## config.mk

```make
export PLATFORM = sky130hd
export DESIGN_NAME = result_drain_flat
export DESIGN_NICKNAME = d
export VERILOG_FILES = /design/src/rtl/cnn_pkg.sv /design/src/rtl/result_drain_if.sv /design/src/rtl/result_drain_fifo2.sv /design/src/rtl/result_drain.sv /design/src/flat_wrapper.sv
export SDC_FILE = /design/constraint.sdc
export NUM_CORES = 1
export LEC_CHECK = 0
export BUFFER_PORTS_ARGS = -buffer_cell sky130_fd_sc_hd__buf_4
export CORE_MARGIN = 3
export CORE_UTILIZATION = 45
export CTS_CLUSTER_DIAMETER = 80
export DETAILED_ROUTE_END_ITERATION = 7
export PLACE_DENSITY = 0.67
export SLEW_MARGIN = 0
export SYNTH_ARGS = -nofsm -noshare
export SYNTH_HDL_FRONTEND = slang
export SYNTH_SLANG_ARGS = --single-unit
```

## constraint.sdc

```tcl
create_clock -name clk -period 2.6 [get_ports clk]
set_input_delay 0.26 -clock clk [delete_from_list [all_inputs] [get_ports clk]]
set_output_delay 0.26 -clock clk [all_outputs]
set_load 0.005 [all_outputs]
```

## src/rtl/cnn_pkg.sv

```systemverilog
// cnn_pkg: shared widths and drain FSM states for the CNN result-buffer reader.
package cnn_pkg;
    localparam int DEF_RESULT_BUFFER_WIDTH = 16;
    localparam int DEF_COUNT_WIDTH = 7;
    localparam int DEF_CHECKSUM_WIDTH = 24;
    typedef enum logic [1:0] {IDLE, REQ, FLUSH, FINISH} drain_state_t;
endpackage

```

## src/rtl/result_drain_if.sv

```systemverilog
// result_drain_if: CNN result-buffer read port plus the valid/ready output stream.
interface result_drain_if import cnn_pkg::*; #(parameter int W = DEF_RESULT_BUFFER_WIDTH);
    logic [W-1:0] result_buffer_out;
    logic result_buffer_valid;
    logic result_buffer_empty;
    logic result_buffer_read_enable;
    logic [W-1:0] out_data;
    logic out_valid;
    logic out_ready;
    modport master(
        input result_buffer_out, result_buffer_valid, result_buffer_empty, out_ready,
        output result_buffer_read_enable, out_data, out_valid
    );
    modport slave(
        output result_buffer_out, result_buffer_valid, result_buffer_empty, out_ready,
        input result_buffer_read_enable, out_data, out_valid
    );
endinterface

```

## src/rtl/result_drain_fifo2.sv

```systemverilog
// result_drain_fifo2: 2-entry register FIFO, head word driven straight from a register.
module result_drain_fifo2 import cnn_pkg::*; #(parameter int W = DEF_RESULT_BUFFER_WIDTH) (
    input  logic         clk,
    input  logic         reset,
    input  logic         push,
    input  logic         pop,
    input  logic [W-1:0] din,
    output logic [W-1:0] dout,
    output logic         full,
    output logic         empty
);
    logic [W-1:0] mem1;
    logic [1:0] cnt;
    logic do_pop;
    assign do_pop = pop && cnt != 2'd0;
    assign full = cnt == 2'd2;
    assign empty = cnt == 2'd0;
    always_ff @(posedge clk or negedge reset) begin
        if (!reset) begin
            dout <= '0;
            mem1 <= '0;
            cnt <= '0;
        end else begin
            cnt <= cnt + 2'(push) - 2'(do_pop);
            // Head takes the new word when it would otherwise be empty, else shifts up from the tail.
            if (push && (cnt == 2'd0 || (do_pop && cnt == 2'd1)))
                dout <= din;
            else if (do_pop && cnt == 2'd2)
                dout <= mem1;
            if (push && ((cnt == 2'd1 && !do_pop) || (cnt == 2'd2 && do_pop)))
                mem1 <= din;
        end
    end
endmodule

```

## src/rtl/result_drain.sv

```systemverilog
// result_drain: drains a programmed number of psums from the CNN result buffer into a
// valid/ready stream, keeping a running checksum and pulsing done at job end.
module result_drain import cnn_pkg::*; #(
    parameter int RESULT_BUFFER_WIDTH = DEF_RESULT_BUFFER_WIDTH,
    parameter int COUNT_WIDTH = DEF_COUNT_WIDTH,
    parameter int CHECKSUM_WIDTH = DEF_CHECKSUM_WIDTH
) (
    input  logic                      clk,
    input  logic                      reset,
    input  logic                      start,
    input  logic [COUNT_WIDTH-1:0]    drain_count,
    result_drain_if.master            bus,
    output logic                      busy,
    output logic                      done,
    output logic [CHECKSUM_WIDTH-1:0] checksum
);
    drain_state_t state, state_n;
    logic [COUNT_WIDTH-1:0] remaining;
    logic read_enable, accept, pop, full, fifo_empty, start_ok, issue;
    assign accept = read_enable && bus.result_buffer_valid;
    assign pop = bus.out_valid && bus.out_ready;
    assign start_ok = state == IDLE && start;
    assign bus.out_valid = !fifo_empty;
    assign bus.result_buffer_read_enable = read_enable;
    // A request may only go out if its word is guaranteed a FIFO slot after this cycle's pop.
    assign issue = (state == REQ || (start_ok && drain_count != '0))
                   && !bus.result_buffer_empty && (!full || pop);
    always_comb begin
        state_n = state;
        unique case (state)
            IDLE:   state_n = start ? (drain_count == '0 ? FINISH : REQ) : IDLE;
            REQ:    state_n = (accept && remaining == COUNT_WIDTH'(1)) ? FLUSH : REQ;
            FLUSH:  state_n = fifo_empty ? FINISH : FLUSH;
            FINISH: state_n = IDLE;
            default: state_n = IDLE;
        endcase
    end
    always_ff @(posedge clk or negedge reset) begin
        if (!reset) begin
            state <= IDLE;
            read_enable <= 1'b0;
            remaining <= '0;
            checksum <= '0;
            busy <= 1'b0;
            done <= 1'b0;
        end else begin
            state <= state_n;
            read_enable <= read_enable ? !bus.result_buffer_valid : issue;
            done <= state == FINISH;
            busy <= start_ok ? 1'b1 : (state == FINISH ? 1'b0 : busy);
            if (start_ok) begin
                remaining <= drain_count;
                checksum <= '0;
            end else if (accept) begin
                remaining <= remaining - COUNT_WIDTH'(1);
                checksum <= checksum + CHECKSUM_WIDTH'(bus.result_buffer_out);
            end
        end
    end
    result_drain_fifo2 #(.W(RESULT_BUFFER_WIDTH)) u_fifo (
        .clk(clk),
        .reset(reset),
        .push(accept),
        .pop(pop),
        .din(bus.result_buffer_out),
        .dout(bus.out_data),
        .full(full),
        .empty(fifo_empty)
    );
endmodule
```

## src/flat_wrapper.sv

```systemverilog
// flat-port wrapper written by rule: the top's interface ports become plain ports
module result_drain_flat import cnn_pkg::*;
#(
    parameter int RESULT_BUFFER_WIDTH = DEF_RESULT_BUFFER_WIDTH,
    parameter int COUNT_WIDTH = DEF_COUNT_WIDTH,
    parameter int CHECKSUM_WIDTH = DEF_CHECKSUM_WIDTH
)
  (clk, reset, start, drain_count, busy, done, checksum, bus_result_buffer_out, bus_result_buffer_valid, bus_result_buffer_empty, bus_out_ready, bus_result_buffer_read_enable, bus_out_data, bus_out_valid);
  result_drain_if bus_i ();
  input  logic clk;
  input  logic reset;
  input  logic start;
  input  logic [COUNT_WIDTH-1:0] drain_count;
  output logic busy;
  output logic done;
  output logic [CHECKSUM_WIDTH-1:0] checksum;
  input wire logic [$bits(bus_i.result_buffer_out)-1:0] bus_result_buffer_out;
  input wire logic [$bits(bus_i.result_buffer_valid)-1:0] bus_result_buffer_valid;
  input wire logic [$bits(bus_i.result_buffer_empty)-1:0] bus_result_buffer_empty;
  input wire logic [$bits(bus_i.out_ready)-1:0] bus_out_ready;
  output wire logic [$bits(bus_i.result_buffer_read_enable)-1:0] bus_result_buffer_read_enable;
  output wire logic [$bits(bus_i.out_data)-1:0] bus_out_data;
  output wire logic [$bits(bus_i.out_valid)-1:0] bus_out_valid;
  assign bus_i.result_buffer_out = bus_result_buffer_out;
  assign bus_i.result_buffer_valid = bus_result_buffer_valid;
  assign bus_i.result_buffer_empty = bus_result_buffer_empty;
  assign bus_i.out_ready = bus_out_ready;
  assign bus_result_buffer_read_enable = bus_i.result_buffer_read_enable;
  assign bus_out_data = bus_i.out_data;
  assign bus_out_valid = bus_i.out_valid;
  result_drain #(.RESULT_BUFFER_WIDTH(RESULT_BUFFER_WIDTH), .COUNT_WIDTH(COUNT_WIDTH), .CHECKSUM_WIDTH(CHECKSUM_WIDTH)) u_core (.clk(clk), .reset(reset), .start(start), .drain_count(drain_count), .bus(bus_i), .busy(busy), .done(done), .checksum(checksum));
endmodule
```

==> impl_results.md, run 1 <==
- Post-synthesis cell count: roughly 410
- CTS tree: done
- Multi-input combinational cell area: 2020 um^2
- Vias: ~3,200
- Initial antenna violation count: 0
- Final WS setup: around 240 ps
- I/O Buffers: just over 70
- Die X-Extent: between 90 and 100 um
- Net count, final: ~530
- Busiest grt layer: met2
- Die Ht: slightly below 100 um
- Tmin final: between 2000 and 2500 ps
- Synth area leaders: dfrtp_1 (45%), nand2_1 (7.3%), ha_1 (6.4%), a21oi_1 (3.6%), a22oi_1 (3.3%)
- FP Rows: 33
- Period utilisation layout: roughly 91%
- WL final: 9.01 mm
- IO Count: 73
- Arrival time worst endpoint: ~2600 ps
- Synthesized area: approximately 3900 um^2
- Worst skew pair latency: 350 ps
- Worst-path clk slew: around 80 ps
- Worst slack at placement: around 240 ps
- PostCTS Resize Cnt: 0
- Critical path endpoint category: register
- Vias in the first global route: approximately 3,200
- Slew Limit Fails: 0
- Asr flop ratio synth: between 90% and 100%
- # Post-CTS Setup Buffers: 0
- Worst path slowest cell: dfrtp_1
- CORE AREA: around 8300 um^2
- HP Class: in2async
- Post-synthesis cell type count: 60
- Leakage: 2.27 nW
- Buf/Inv on CP: 1
- Routing usage on met3: 4.39%
- Synth top area share: about 45%
- Commonest cells post-synth: nand2_1 (76), dfrtp_1 (70), a21oi_1 (28), nor2_1 (23), ha_1 (20)
- Worst Skew: ~13 ps
- Global-route wire length before repair: about 15 mm
- Commonest register cell after synthesis: dfrtp_1
- Post-synth EDFFs: 0
- Flops & latches, synth: 70
- Starting Density: between 40% and 50%
- H-tree levels: 3
- Routed WL per cell: 15.4 um
- Antenna viol nets, final: 0
- 1st-pass router iterations: 4
- Mapped Avg Cell Area: 9.61 um^2
- Iter 0 DRT Violations: between 100 and 150
- RSZ-0062 raised after global routing: no
- Fin util: a little under three fifths
- P&R area growth vs syn: 21.4%
- Actual slew at the worst max-slew pin: between 1000 and 1500 ps
- Syn. warnings: 0
- CTS max path bufs: 2
- Routability congestion estimate: 0.848
- Outcome: complete, no violations
- Root Driver: clkbuf_8
- Pwr dens: ~1100 nW/um^2
- Largest net degree at the start of global routing: 71
- Maxcap violations: 0
- Delay-heaviest family, CP: simple AND/OR/NAND/NOR gates
- Clock sink total: 70
- HPWL after DPL: 6.61 mm
- CP cell instances: ha_1 > inv_1 > fa_1 > and2b_1 > o2111ai_2 > nand2_1 > a21o_1 > a21oi_2 > o21ai_0 > or3b_1
- Fillers: 747
- Headroom to the max-slew limit: between 20% and 30%
- Crit path kind: reg2reg
- Worst setup SP type: register
- Share of post-route cells with drive strength above 1: roughly a quarter
- Setup TNS: 0 ps
- Final Hold Vio Count: 0
- Final setup vio count: 0
- Largest area contributor in the netlist: dfrtp_1
- Die footprint: roughly 9800 um^2
- Sequential cell area: around 1800 um^2
- Placed cell areas: between 4000 and 5000 um^2
- Crit path largest cell delay: approximately 370 ps
- DR vias/cell: between 5 and 6
- Total gr overflow: 0
- Met2 Use GR: between 20% and 30%
- GR Util met1: 26.4%
- TritonCTS buffer count: 9
- Sequential cell area fraction in the yosys report: between 40 and 50%
- Crit Path Max Fanout: 3
- IR drop worst, VDD: about 450 uV
- CP required: 2830 ps
- Finished Cell Area: around 4700 um^2
- Antenna cells: 0
- Residual DRC count: 0
- Cts hold-fix bufs: 0
- Most frequent cell after synthesis: nand2_1
- Total Routing Usage GR: 19.4%
- Max Clk Rate: 424 MHz
- Syn Nets: roughly 460
==> state kept, by name, summed over array words and instances, names as in the netlist <==
register	count
u_core.bus.result_buffer_read_enable	1
u_core.busy	1
u_core.checksum	24
u_core.done	1
u_core.remaining	7
u_core.state	2
u_core.u_fifo.cnt	2
u_core.u_fifo.dout	16
u_core.u_fifo.mem1	16
==> worst reg2reg max path: cells and delay by family (launching register included) <==
kind                       cells  cell delay [ps]
adders and majority gates      2              530
AOI/OAI and AO/OA              4              530
and+or+nand+nor                3              760
buffers and inverters          1               50
DFF                            1              370
==> final timing paths <==
kind                                          from                                   end  slack (ps)  depth (start not counted)
setup reg to reg                u_core.checksum[0]                   u_core.checksum[12]         240                         10
setup / recovery                u_core.checksum[0]                   u_core.checksum[12]         240                         10
hold / removal                               reset                u_core.u_fifo.dout[13]          40                          1
max in group asynchronous                    reset                 u_core.u_fifo.mem1[9]        1980                          1
min in group clk           bus_result_buffer_valid  u_core.bus.result_buffer_read_enable         100                          2
hold reg to reg              u_core.u_fifo.dout[3]                 u_core.u_fifo.dout[3]         480                          2
==> layout by cell type, fill, tap and decap left out, types with 9 or more instances in the layout <==
cell type	count
buf_4	76
inv_1	9
nand2_1	76
a21oi_1	28
ha_1	20
nand3_1	10
xor2_1	9
dfrtp_1	70
nor2_1	23
clkbuf_8	9
o21ai_0	13
a22oi_1	17
xnor2_1	12
==> metal layers <==
layer  vias to the layer above  share of wire [%]
met5                         -                  0
met4                         0                2.2
met3                        25                6.6
met2                       105                 45
met1                      1491                 46
li1                       1566                  -
==> report_power, final <==
| group | switching [mW] | internal, mW |
|---|---|---|
| logic | 1.25 | 1.16 |
| clock network | 0.428 | 0.436 |
| registers | 0.361 | 1.55 |
==> logic make-up after synthesis <==
| logic type | count (synthesis) | synth area share [%] |
|---|---|---|
| buffers and inverters | 26 | 3.02 |
| and+or+nand+nor | 156 | 19.4 |
| adders and majority gates | 21 | 6.94 |
| muxes | 19 | 5.37 |
| DFF | 70 | 45.0 |
| AOI/OAI and AO/OA | 92 | 15.5 |
| xor gates and xnor gates | 21 | 4.72 |
==> final cells by class <==
| type | count | area share (%) |
|---|---|---|
| flip-flops and latches | 70 | 37.1 |
| inverters | 10 | 0.847 |
| multi-input cells | 309 | 42.8 |
| well taps | 105 | 2.78 |
| clock inverters | 6 | 1.35 |
| repair buffers | 77 | 12.5 |
| clock buffers | 9 | 2.62 |
==> per-stage QoR <==
step / cells / total power [mW] / hold slack, ps
after detailed placement: 571 / 4.36 / 448
after floorplan: 405 / 3.48 / -35.6
after global placement: 571 / 4.27 / 444
final: 586 / 5.18 / 40.0
after global routing: 586 / 5.63 / 101
after CTS: 586 / 5.23 / 65.1
No activity file was read; power rests on OpenSTA's default activity.
==> inputs of run 2 (changes only) <==
--- a/config.mk
+++ b/config.mk
@@ -5,12 +5,11 @@
 export SDC_FILE = /design/constraint.sdc
 export NUM_CORES = 1
 export LEC_CHECK = 0
-export BUFFER_PORTS_ARGS = -buffer_cell sky130_fd_sc_hd__buf_4
 export CORE_MARGIN = 3
 export CORE_UTILIZATION = 45
 export CTS_CLUSTER_DIAMETER = 80
 export DETAILED_ROUTE_END_ITERATION = 7
-export PLACE_DENSITY = 0.67
+export DONT_BUFFER_PORTS = 1
 export SLEW_MARGIN = 0
 export SYNTH_ARGS = -nofsm -noshare
 export SYNTH_HDL_FRONTEND = slang
==> run 2 against run 1 <==
Clock power grew 13%. Cell count shrank 12%. First-iteration DRC count grew 43%. Largest power group is now sequential cells.
==> impl_results.md, run 2 (synthesis results as in run 1) <==
- Tmin final: about 2400 ps
- Routed WL per cell: roughly 17 um
- Clock sink total: 70
- TritonCTS buffer count: 9
- HP Class: in2reg
- Largest registers: u_core.checksum x24, u_core.u_fifo.dout x16, u_core.u_fifo.mem1 x16
- Final WS setup: between 150 and 200 ps
- CORE AREA: between 8000 and 9000 um^2
- Total Routing Usage GR: a little under a fifth
- Fillers: a little under 800
- Global-route wire length before repair: between 10 and 15 mm
- Largest register FFs: 24
- Worst skew pair latency: 340 ps
- Worst slack at placement: 183 ps
- Vias: around 3,000
- Critical path endpoint category: register
- Hold WS: between 30 and 40 ps
- WL met2: slightly above 4 mm
- IO Count: 73
- Headroom to the max-slew limit: between 40 and 50%
- FP Rows: 33
- Crit Path Max Fanout: 3
- Initial antenna violation count: 0
- Arrival time worst endpoint: 2650 ps
- Most frequent cells in the layout: nand2_1 (75), dfrtp_1 (70), a21oi_1 (28)
- WL final: ~8.6 mm
- 1st-pass router iterations: 5
- Reg with most FFs: u_core.checksum
- Total gr overflow: 0
- Slew Limit Fails: 0
- Root Driver: clkbuf_8
- M1 WL: 3.81 mm
- CP required: 2820 ps
- H-tree levels: 3
- Vias in the first global route: 2,965
- Highest routed layer: met4
- Worst Skew: a little over 8 ps
- Starting Density: 46.9%
- P&R area growth vs syn: 9.16%
- Die footprint: 9800 um^2
- Setup TNS: 0 ps
- IR drop worst, VDD: 519 uV
- Die Ht: about 99 um
- Iter 0 DRT Violations: 150
- Share of post-route cells with drive strength above 1: 10.4%
- Antenna viol nets, final: 0
- Most common cell after layout, fill and taps aside: nand2_1
- CTS tree: done
- HPWL after DPL: approximately 6.3 mm
- I/O Buffers: 0
- Antenna cells: 0
- RSZ-0062 raised after global routing: no
- Outcome: complete, no violations
- Final setup vio count: 0
- Inst Count DP: ~500
- Die X-Extent: slightly below 100 um
- Actual slew at the worst max-slew pin: around 830 ps
- Leakage: around 1.9 nW
- Worst-path clk slew: around 80 ps
- Non-filler cells, final: 518
- R2R setup slack: 160 ps
- Max Clk Rate: slightly above 400 MHz
- Crit path kind: reg2reg
- Residual DRC count: 0
- DR vias/cell: approximately 5.6
- Maxcap violations: 0
- Period utilisation layout: ~94%
- CTS max path bufs: 2
- # Post-CTS Setup Buffers: 0
- Net count, final: between 400 and 500
- Met3 wire len: 600 um
- Final Hold Vio Count: 0
- Pwr dens: 1140 nW/um^2
- Worst setup SP type: register
- Largest net degree at the start of global routing: 71
- Routability congestion estimate: 0.820
run 2: stage by stage:
step	area (um^2)	power, mW	utilization [%]
CTS	4250	4.92	51.2
global route	4250	5.31	51.2
detailed placement	3990	3.90	48.0
finish	4250	4.87	51.2
global placement	3990	3.85	48.0
floorplan	3890	3.48	-
run 2: final timing paths:
kind,startpoint,end,cells after the start
worst max-delay path,u_core.checksum[0],u_core.checksum[12],10
worst min-delay path,drain_count[6],u_core.remaining[6],2
worst max register to register,u_core.checksum[0],u_core.checksum[12],10
worst min register to register,u_core.u_fifo.mem1[6],u_core.u_fifo.dout[6],2
max in group asynchronous,reset,u_core.u_fifo.cnt[0],2
min in group asynchronous,reset,u_core.u_fifo.mem1[1],2
run 2: power by group:
part	switching, mW	internal (mW)	total, mW
combinational	1.09	0.842	1.93
clock	0.406	0.565	0.971
sequential	0.411	1.56	1.97
run 2: critical path, cell delays in order, from the launching register on:
cell	delay, ps
dfrtp_1	390
ha_1	180
inv_1	50
fa_1	370
and2b_1	270
o2111ai_2	140
nand2_2	110
a21o_1	170
a21oi_2	70
o21ai_0	190
or3b_1	360
run 2: routing by layer:
metal / GRT usage (%) / vias to the layer above
li1: - / 1436
met4: 5.15 / 0
met1: 24.4 / 1395
met2: 30.2 / 73
met3: 5.45 / 10
met5: 0 / -
run 2: timing repair:
item                                    CTS  global route
endpoints found under the setup margin    0             1
gates resized for setup                   0             1
hold endpoints to repair                 71             0
hold buffers                              3             0
run 2: cell type report:
cell class	instances	area, um^2	share of cell area [%]
clock inverter	4	70.1	1.65
inverter	10	40.0	0.942
sequential	70	1750	41.2
clock buffer	12	145	3.41
tap	105	131	3.09
multi-input combinational	309	2030	47.7
timing repair buffer	8	85.1	2.00
==> inputs of run 3 (changes only) <==
--- a/config.mk
+++ b/config.mk
@@ -5,6 +5,7 @@
 export SDC_FILE = /design/constraint.sdc
 export NUM_CORES = 1
 export LEC_CHECK = 0
+export CORE_ASPECT_RATIO = 1.75
 export CORE_MARGIN = 3
 export CORE_UTILIZATION = 45
 export CTS_CLUSTER_DIAMETER = 80
==> constraint.sdc (replaced) <==
create_clock -name clk -period 2.2 [get_ports clk]
set_input_delay 0.22 -clock clk [delete_from_list [all_inputs] [get_ports clk]]
set_output_delay 0.22 -clock clk [all_outputs]
set_load 0.005 [all_outputs]
==> run 3 against run 2 <==
The run now ends with setup timing left. Global-route usage increased by 1.1 points. Total power increased by 30%. Via count up 3.7%. Wire length rose by 9.3%. Non-clock buffer count is 19 higher. First-iteration DRC count is 4.0% lower. Highest routed layer unchanged. Sequential share of layout area is 2.8 points lower. Design area is 7.2% higher.
==> impl_results.md, run 3 (synthesis results as in run 1) <==
- Die X-Extent: between 70 and 80 um
- I/O Buffers: 0
- RSZ-0062 raised after global routing: yes
- IR drop worst, VDD: 624 uV
- CTS max path bufs: 2
- Leakage: between 2 and 2.5 nW
- CP required: around 2400 ps
- FP Rows: between 40 and 50
- Reg with most FFs: u_core.checksum
- R2R setup slack: -60 ps
- Non-filler cells, final: ~550
- Final WS setup: -58.4 ps
- Arrival time worst endpoint: about 2500 ps
- HPWL after DPL: between 6 and 7 mm
- Largest registers: u_core.checksum x24, u_core.u_fifo.dout x16, u_core.u_fifo.mem1 x16
- Routability congestion estimate: about 0.89
- Multi-input combinational cell area: roughly 2100 um^2
- H-tree levels: 3
- Global-route wire length before repair: roughly 15 mm
- Final setup vio count: 1
- Reg-to-Reg Start: u_core.checksum[0]
- Worst flop-to-flop path endpoint: u_core.checksum[12]
- CP cell instances: ha_2 > inv_2 > fa_2 > and2b_1 > o2111ai_2 > nand2_1 > a21o_1 > a21oi_2 > nor3_2 > or3b_1
- WL final: 9.37 mm
- Final Hold Vio Count: 0
- Largest net degree at the start of global routing: ~70
- Sequential cell area: 1750 um^2
- Pwr Total: about 6.3 mW
- Residual DRC count: 0
- Period utilisation layout: 103%
- Routed WL per cell: around 17 um
- Total Routing Usage GR: between 10% and 20%
- Iter 0 DRT Violations: between 100 and 150
- CP endpoint: u_core.checksum[12]
- Net count, final: 477
- Tmin final: about 2300 ps
- Outcome: complete, but fails checks
- Buf/Inv on CP: 1
- Maxcap violations: 0
- Worst Setup SP: u_core.checksum[0]
- Vias: a little over 3,000
- Failing checks: setup timing
- Share of post-route cells with drive strength above 1: 19.2%
- Headroom to the max-slew limit: slightly below 40%
- Crit path largest cell delay: ~380 ps
- Worst path slowest cell: dfrtp_1
- Die footprint: around 10000 um^2
- Critical path endpoint category: register
- Actual slew at the worst max-slew pin: 921 ps
- Pwr dens: 1380 nW/um^2
- Fillers: between 700 and 800
- Worst skew pair latency: between 300 and 400 ps
- Largest register FFs: 24
- 1st-pass router iterations: 4
- R2r worst-path depth: 10
- CORE AREA: 8370 um^2
- Most frequent cells in the layout: nand2_1 (75), dfrtp_1 (70), buf_4 (24)
- Antenna cells: 0
- Delay-heaviest family, CP: simple AND/OR/NAND/NOR gates
- Inst Count DP: 524
- Crit Path Max Fanout: 2
- Vias in the first global route: 3,088
- Die Ht: ~130 um
- Root Driver: clkbuf_16
- P&R area growth vs syn: 17.1%
- IO Count: 73
- Worst setup SP type: register
- Antenna viol nets, final: 0
- Worst slack at placement: -61.9 ps
- TritonCTS buffer count: 9
- CTS tree: done
- Starting Density: approximately 47%
- Slew Limit Fails: 0
- Max Clk Rate: between 400 and 500 MHz
- Worst-path clk slew: approximately 60 ps
- Most common cell after layout, fill and taps aside: nand2_1
- DR vias/cell: between 5 and 6
- Critical path depth: 10
- Clock sink total: 70
- Crit path kind: reg2reg
- Total gr overflow: 0
- HP Class: in2reg
- Worst Skew: roughly 6.4 ps
- Initial antenna violation count: 0
## run 3: cell count changes in the layout (fill, tap and decap cells not counted), sizes merged
cell / before / now
buf: 6 / 25
bufinv: 2 / 0
clkinv: 2 / 3
clkinvlp: 0 / 1
## run 3: layout make-up
type,instances,share of cell area [%]
inverter,10,0.878
multi-input combinational,309,46.6
clock inverter,4,0.494
clock buffer,12,5.41
tap,115,3.16
timing repair buffer,27,5.00
sequential,70,38.4
## run 3: worst min path at each step
stage                              startpoint                              endpoint  cells after the start
global placement                        reset                 u_core.u_fifo.dout[1]                      0
finish                         drain_count[1]                   u_core.remaining[1]                      2
global route        bus_result_buffer_out[11]                u_core.u_fifo.mem1[11]                      1
detailed placement                      reset                 u_core.u_fifo.dout[1]                      0
floorplan                               reset  u_core.bus.result_buffer_read_enable                      0
CTS                            drain_count[1]                   u_core.remaining[1]                      2
## run 3: metrics by stage
| stage | cell area, um^2 | util [%] | hold slack (ps) | TNS, ps |
|---|---|---|---|---|
| floorplan | 3890 | - | -75.6 | 0 |
| global placement | 4110 | 49.1 | -73.2 | -15.8 |
| detailed placement | 4110 | 49.1 | -73.6 | -186 |
| CTS | 4460 | 53.2 | 1.32 | -39.3 |
| global route | 4560 | 54.5 | 13.6 | -450 |
| finish | 4560 | 54.5 | 12.3 | -58.4 |
## run 3: timing repair
item                                   CTS  global route
hold buffers                             3             0
setup endpoints to repair                5            13
resized for setup                        2            25
setup buffers                            3             2
pin swaps                                4            16
endpoints found under the hold margin   71             0
## run 3: per-layer routing
metal	GRT usage, %	vias up	share of wire (%)	wire, um
met2	36.3	69	55	5120
met1	20.6	1461	37	3470
li1	-	1475	-	-
met3	5.70	17	5.6	521
met4	9.07	0	2.7	256
met5	0	-	0	0
## run 3: power by group
group,switching (mW),total [mW],internal (mW),leakage [nW]
Sequential,0.477,2.32,1.84,0.889
Clock,0.517,1.30,0.787,0.132
Combinational,1.46,2.68,1.21,1.04
